## src/rtl/cus19_branch_unit.sv

```systemverilog
// cus19_branch_unit: execute-stage branch resolution for the Custom-19 CPU.
// Compares rs1/rs2 per funct code and registers the next-PC source select.
`default_nettype none

module cus19_branch_unit #(
  parameter int Data_Width = 8
) (
  input  logic                  clk_in,
  input  logic                  rst_in,
  input  logic [Data_Width-1:0] op1_in,
  input  logic [Data_Width-1:0] op2_in,
  input  logic                  branch_en_in,
  input  logic [3:0]            funct_in,
  input  logic                  flush_in,
  output logic [2:0]            pc_src_out,
  output logic                  taken_out,
  output logic                  illegal_out
);

  localparam logic [2:0] PC_SEQ  = 3'b000;
  localparam logic [2:0] PC_BR   = 3'b001;
  localparam logic [2:0] PC_JMP  = 3'b010;
  localparam logic [2:0] PC_CALL = 3'b011;
  localparam logic [2:0] PC_RET  = 3'b100;

  localparam logic [3:0] F_BEQ  = 4'd0;
  localparam logic [3:0] F_BNE  = 4'd1;
  localparam logic [3:0] F_BLT  = 4'd2;
  localparam logic [3:0] F_BGE  = 4'd3;
  localparam logic [3:0] F_BLTU = 4'd4;
  localparam logic [3:0] F_BGEU = 4'd5;
  localparam logic [3:0] F_JMP  = 4'd6;
  localparam logic [3:0] F_CALL = 4'd7;
  localparam logic [3:0] F_RET  = 4'd8;

  logic       eq;
  logic       lt_s;
  logic       lt_u;
  logic       cond;
  logic [2:0] pc_src_next;
  logic       illegal_next;

  assign eq   = (op1_in == op2_in);
  assign lt_s = ($signed(op1_in) < $signed(op2_in));
  assign lt_u = (op1_in < op2_in);

  always_comb begin
    cond         = 1'b0;
    pc_src_next  = PC_SEQ;
    illegal_next = 1'b0;
    if (branch_en_in && !flush_in) begin
      unique case (funct_in)
        F_BEQ:   cond = eq;
        F_BNE:   cond = !eq;
        F_BLT:   cond = lt_s;
        F_BGE:   cond = !lt_s;
        F_BLTU:  cond = lt_u;
        F_BGEU:  cond = !lt_u;
        F_JMP:   pc_src_next = PC_JMP;
        F_CALL:  pc_src_next = PC_CALL;
        F_RET:   pc_src_next = PC_RET;
        default: illegal_next = 1'b1;
      endcase
      if (cond) begin
        pc_src_next = PC_BR;
      end
    end
  end

  // taken is derived from the next select so both registers always agree.
  always_ff @(posedge clk_in or posedge rst_in) begin
    if (rst_in) begin
      pc_src_out  <= PC_SEQ;
      taken_out   <= 1'b0;
      illegal_out <= 1'b0;
    end else begin
      pc_src_out  <= pc_src_next;
      taken_out   <= |pc_src_next;
      illegal_out <= illegal_next;
    end
  end

endmodule

`default_nettype wire

```

## config.mk

```make
export PLATFORM = sky130hd
export DESIGN_NAME = cus19_branch_unit
export DESIGN_NICKNAME = d
export VERILOG_FILES = /design/src/rtl/cus19_branch_unit.sv
export SDC_FILE = /design/constraint.sdc
export NUM_CORES = 1
export LEC_CHECK = 0
export ABC_AREA = 1
export CAP_MARGIN = 30
export CORE_MARGIN = 2
export CORE_UTILIZATION = 34
export CTS_CLUSTER_SIZE = 10
export DETAILED_ROUTE_END_ITERATION = 6
export MAX_ROUTING_LAYER = met4
export PLACE_DENSITY = 0.75
export SYNTH_ARGS = -nofsm -noshare
export SYNTH_HDL_FRONTEND = slang
export SYNTH_SLANG_ARGS = --single-unit
```

## constraint.sdc

```tcl
create_clock -name clk_in -period 0.8 [get_ports clk_in]
set_input_delay 0.16 -clock clk_in [delete_from_list [all_inputs] [get_ports clk_in]]
set_output_delay 0.16 -clock clk_in [all_outputs]
set_load 0.005 [all_outputs]
```

After elaboration in Yosys (flattened, before gate mapping). Cells that the tools add are included.

Order comparisons: 2. Equality and inequality tests: 9. Mux-type cells: 7. Reduce and logical (&&, ||, !) cells: 8.

Operators with widths (number): $eq 4x3->1 const B (4); $lt 8x8->1 (2); $pmux 3 s3 (1); $reduce_or 9->1 (1); $eq 4x2->1 const B (2); $eq 8x8->1 (1); $mux 3 (2); $pmux 1 s6 (1); $eq 4x1->1 const B (1); $eq 4x4->1 const B (1); $logic_not 1->1 (4); $logic_not 4->1 (1); $mux 1 (3); $reduce_or 3->1 (1); $logic_and 1x1->1 (1).

Register bits: 5. Input port bits: 24. Logic and storage cells: 29.

Longest topological paths before layout. Gate-level depths: netlist of the first run.

Word-level depth: 7. Gate-level depth with buffers: 15.

Least setup slack after synthesis of the first run. OpenSTA, ideal clock, no wires.

Path kind: input port to flip-flop. Start: input port op2_in[7]. End: register taken_out. Arrival time: 1.236 ns. Required time: 0.678 ns. Setup slack: -0.558 ns. Stages: 11. Buffers on the path: 0. Cells stage by stage: inv_1 -> ha_1 -> a21o_1 -> nor2_4 -> nand2_2 -> nand2_1 -> nand2_1 -> nor2_1 -> nand3_1 -> nand2_2 -> nand3_2.

Cells in the longest elaborated chain, start to end: 7. Elaborated cells between the ends (all ways): 11. Classes of those cells: order compare (2); eq/ne (1); mux (4); reduce/logical (4).

RTL lines: start, declared (line 11) `input logic [Data_Width-1:0] op2_in,`; $lt 8x8->1 (tied with other cells) (line 45) `assign lt_u = (op1_in < op2_in);`; $logic_not 1->1, on equally long branches (line 58, 54, 56); $pmux 1 s6 * (line 52) `unique case (funct_in)`; $mux 1 * (line 51) `if (branch_en_in && !flush_in) begin`; $mux 3 * (line 64) `if (cond) begin`; $mux 3 * (line 51); $reduce_or 3->1 * (line 78) `taken_out <= |pc_src_next;`; end signal, assigned (line 78); end, declared (line 16) `output logic taken_out,`.

Every way passes the cells marked *; elsewhere a longest branch is shown, timed or not. The select of a mux whose other input is x is not followed.

Worst setup path in the final report of the first run.
Start: input port op1_in[7]. End: register taken_out.

Cells in the longest elaborated chain, start to end: 7. Elaborated cells between the ends (all ways): 11. Classes of those cells: order compare (2); eq/ne (1); mux (4); reduce/logical (4).

RTL lines: start, declared (line 10) `input logic [Data_Width-1:0] op1_in,`; $lt 8x8->1 (tied with other cells) (line 45); $logic_not 1->1, on equally long branches (line 58, 54, 56); $pmux 1 s6 * (line 52); $mux 1 * (line 51); $mux 3 * (line 64); $mux 3 * (line 51); $reduce_or 3->1 * (line 78).

Marks and branches as above.

==> flow_summary.ini, run 1 <==
[die]
rows = 14
pin_count = 29
die_w_um = 43.5
die_h_um = 43.5
dieArea_um2 = 1900
core_area_um2 = 1490
start_util_pct = 35.7

[routing]
viasPerCell = 4.46
drtIter0Drc = 2
vias = 615
dr.pass1.iters = 4
wl_per_cell_um = 9.30
postRouteAntennaNets = 0
drcViolationCount = 0
drt-total-wl_mm = 1.28

[place]
port_buffers = 28
hpwl_mm = 1.06
dpl_cell_area_um2 = 966
pre_cts_ws_ns = -1.06
dpl.cell_count = 133
gp_congestion = 0.808

[setup_path]
cp.depth = 11
cp-startpoint = op1_in[7]
path_class = input pin to register
critPathMaxStageDelay_ns = 0.24
crit_required_ns = 0.91
path_buf_inv = 1
path_delay_family = simple AND/OR/NAND/NOR gates
crit_path_max_fanout = 3
endpoint = taken_out
worstSetupStartpointType = input pin
crit_chain = buf_6 -> ha_4 -> a21o_1 -> nor2_4 -> nand2_2 -> nand2_1 -> nand2_1 -> nor2_2 -> nand3_1 -> nand2_2 -> nand3_2
cp_slowest_cell = ha_4
cp_data_arrival_time_ns = 1.30
setup.worst_path.end_class = register

[yosys]
synth.area.top_cells = dfrtp_1 (24%), ha_1 (19%), nand2_1 (14%), inv_1 (13%), nor2_1 (7.8%)
yosysTopAreaCell = dfrtp_1
synthAdderAreaFrac_pct = 18.8
postSynthAreaPerCell_um2 = 6.56
ys_seq_area_share_pct = 23.5
synth.area.mux_share_pct = 0
syn_area_um2 = 532
syn-num-nets = 113
yosys.area_share.simple_pct = 39.8
synth_xor_area_share_pct = 0
synth-seq-cells = 5
synth-compound-area-share_pct = 5.18
synth_cell_types = 15
ys.warnings.count = 0
synth_top_area_share_pct = 23.5
syn-instance-count = 81
synth_top_family_by_area = simple AND/OR/NAND/NOR gates

[sta]
rsz0062_at_grt = yes
fin_crit_ns = 1.19
fmax_mhz = 842
finalMaxSlewViolations = 0
finalSetupViolCount = 8
timing.hold.ws_ns = 0.122
relSlewSlack_pct = 81.5
setup_tns_ns = -1.11
fin_ws_ns = -0.388
fin_crit_sh_pct = 148
worst_pin_slew_ns = 0.276
hold_viol = 0

[final_layout]
nets = 155
mostFrequentLayoutCells = buf_2 (18), nand2_1 (13), inv_2 (9)
fillCellCount = 142
post-route-util_pct = 67.1
multi_input_area_um2 = 488
fin_cells = 138
syn2layout_area_growth_pct = 87.8
ff_latch_area_um2 = 125
layout_commonest_cell = buf_2
num_antenna_cells = 0
design_area_um2 = 998
drive_above_1_share_pct = 60.7

[global_routing]
grt_pass1_vias = 600
met1_usage_pct = 16.0
busiest_layer = met2
grtUsageTotal_pct = 16.8
grt_first_pass_wirelength_mm = 2.35
grt_overflow = 0
antenna_found_initial = 0
grt_max_degree = 6
grt_use_met2_pct = 33.5
grt_use_met3_pct = 2.08

[clock_tree]
clockRootBuffer = clkbuf_4
ctsHoldBuffers = 0
clk_path_buf_depth = 2
htreeDepth = 1
cts_buffers = 3
clkSlewWorstSetupHoldPaths_ns = 0.04
cts_sinks = 5
cts_tree = done

[power_and_ir_drop]
total_power_mw = 0.981
leakagePower_nw = 0.538
powerDensity_nw_per_um2 = 982
irDropWorstVdd_mv = 0.415

[hold_path]
holdCritPathClass = input pin to async pin

[outcome]
violations = negative setup slack
status = complete, but fails checks

[flow_run]
cap_violations = 0
-- worst min path at each step --
stage,cells after the start,to
floorplan,1,illegal_out
global placement,2,pc_src_out[1]
detailed placement,2,pc_src_out[2]
CTS,2,pc_src_out[2]
global route,2,pc_src_out[2]
finish,2,pc_src_out[1]
-- cells in the mapped netlist (all sizes together) --
cell type / instances
a21o: 1
a21oi: 3
dfrtp: 5
ha: 8
inv: 18
nand2: 23
nand3: 5
nor2: 14
nor3: 2
nor4: 1
o21ai: 1
-- logic make-up (layout without fill, tap and decap cells) --
logic type	after synthesis	count (layout)
compound gates	5	5
fa+ha+maj	8	8
buf+inv	18	59
flops	5	5
simple gates	45	45
-- state kept, by name, summed over array words and instances (netlist names) --
signal,count
taken_out,1
illegal_out,1
pc_src_out,3
-- metal layers --
layer  vias up  share of wire, %
li1        332                 -
met4         0              0.55
met3         2               6.7
met5         -                 0
met1       261                35
met2        20                58
-- power by group --
group / internal [mW] / total (mW) / leakage [nW] / switching [mW]
registers: 0.262 / 0.264 / 0.0686 / 0.00204
logic: 0.230 / 0.439 / 0.455 / 0.209
clock network: 0.188 / 0.277 / 0.0150 / 0.0890
total: 0.680 / 0.981 / 0.538 / 0.300
-- timing repair --
| action | 4_1_cts | 5_1_grt |
|---|---|---|
| gates cloned | 0 | 0 |
| setup buffers | 1 | 0 |
| resized for setup | 112 | 8 |
| endpoints found under the hold margin | 0 | 0 |
| endpoints found under the setup margin | 10 | 9 |
| pin swaps | 27 | 17 |
-- cell type report --
type	count	area share [%]
clock buffers	4	2.63
inverters	18	7.52
multi-input cells	58	48.9
flip-flops and latches	5	12.5
well taps	16	2.01
repair buffers	37	26.4
No activity file was read; power rests on OpenSTA's default activity.
==> run 2: changes to the inputs <==
--- a/config.mk
+++ b/config.mk
@@ -6,6 +6,7 @@
 export NUM_CORES = 1
 export LEC_CHECK = 0
 export ABC_AREA = 1
+export ABC_CLOCK_PERIOD_IN_PS = 800
 export CAP_MARGIN = 30
 export CORE_MARGIN = 2
 export CORE_UTILIZATION = 34
==> results of run 2 <==
The final DEF is identical to that of run 1; final timing and power are the same.
==> run 3: changes to the inputs <==
--- a/config.mk
+++ b/config.mk
@@ -10,6 +10,7 @@
 export CAP_MARGIN = 30
 export CORE_MARGIN = 2
 export CORE_UTILIZATION = 34
+export CTS_CLUSTER_DIAMETER = 150
 export CTS_CLUSTER_SIZE = 10
 export DETAILED_ROUTE_END_ITERATION = 6
 export MAX_ROUTING_LAYER = met4
==> results of run 3 <==
The final DEF is identical to that of run 1; final timing and power are the same.
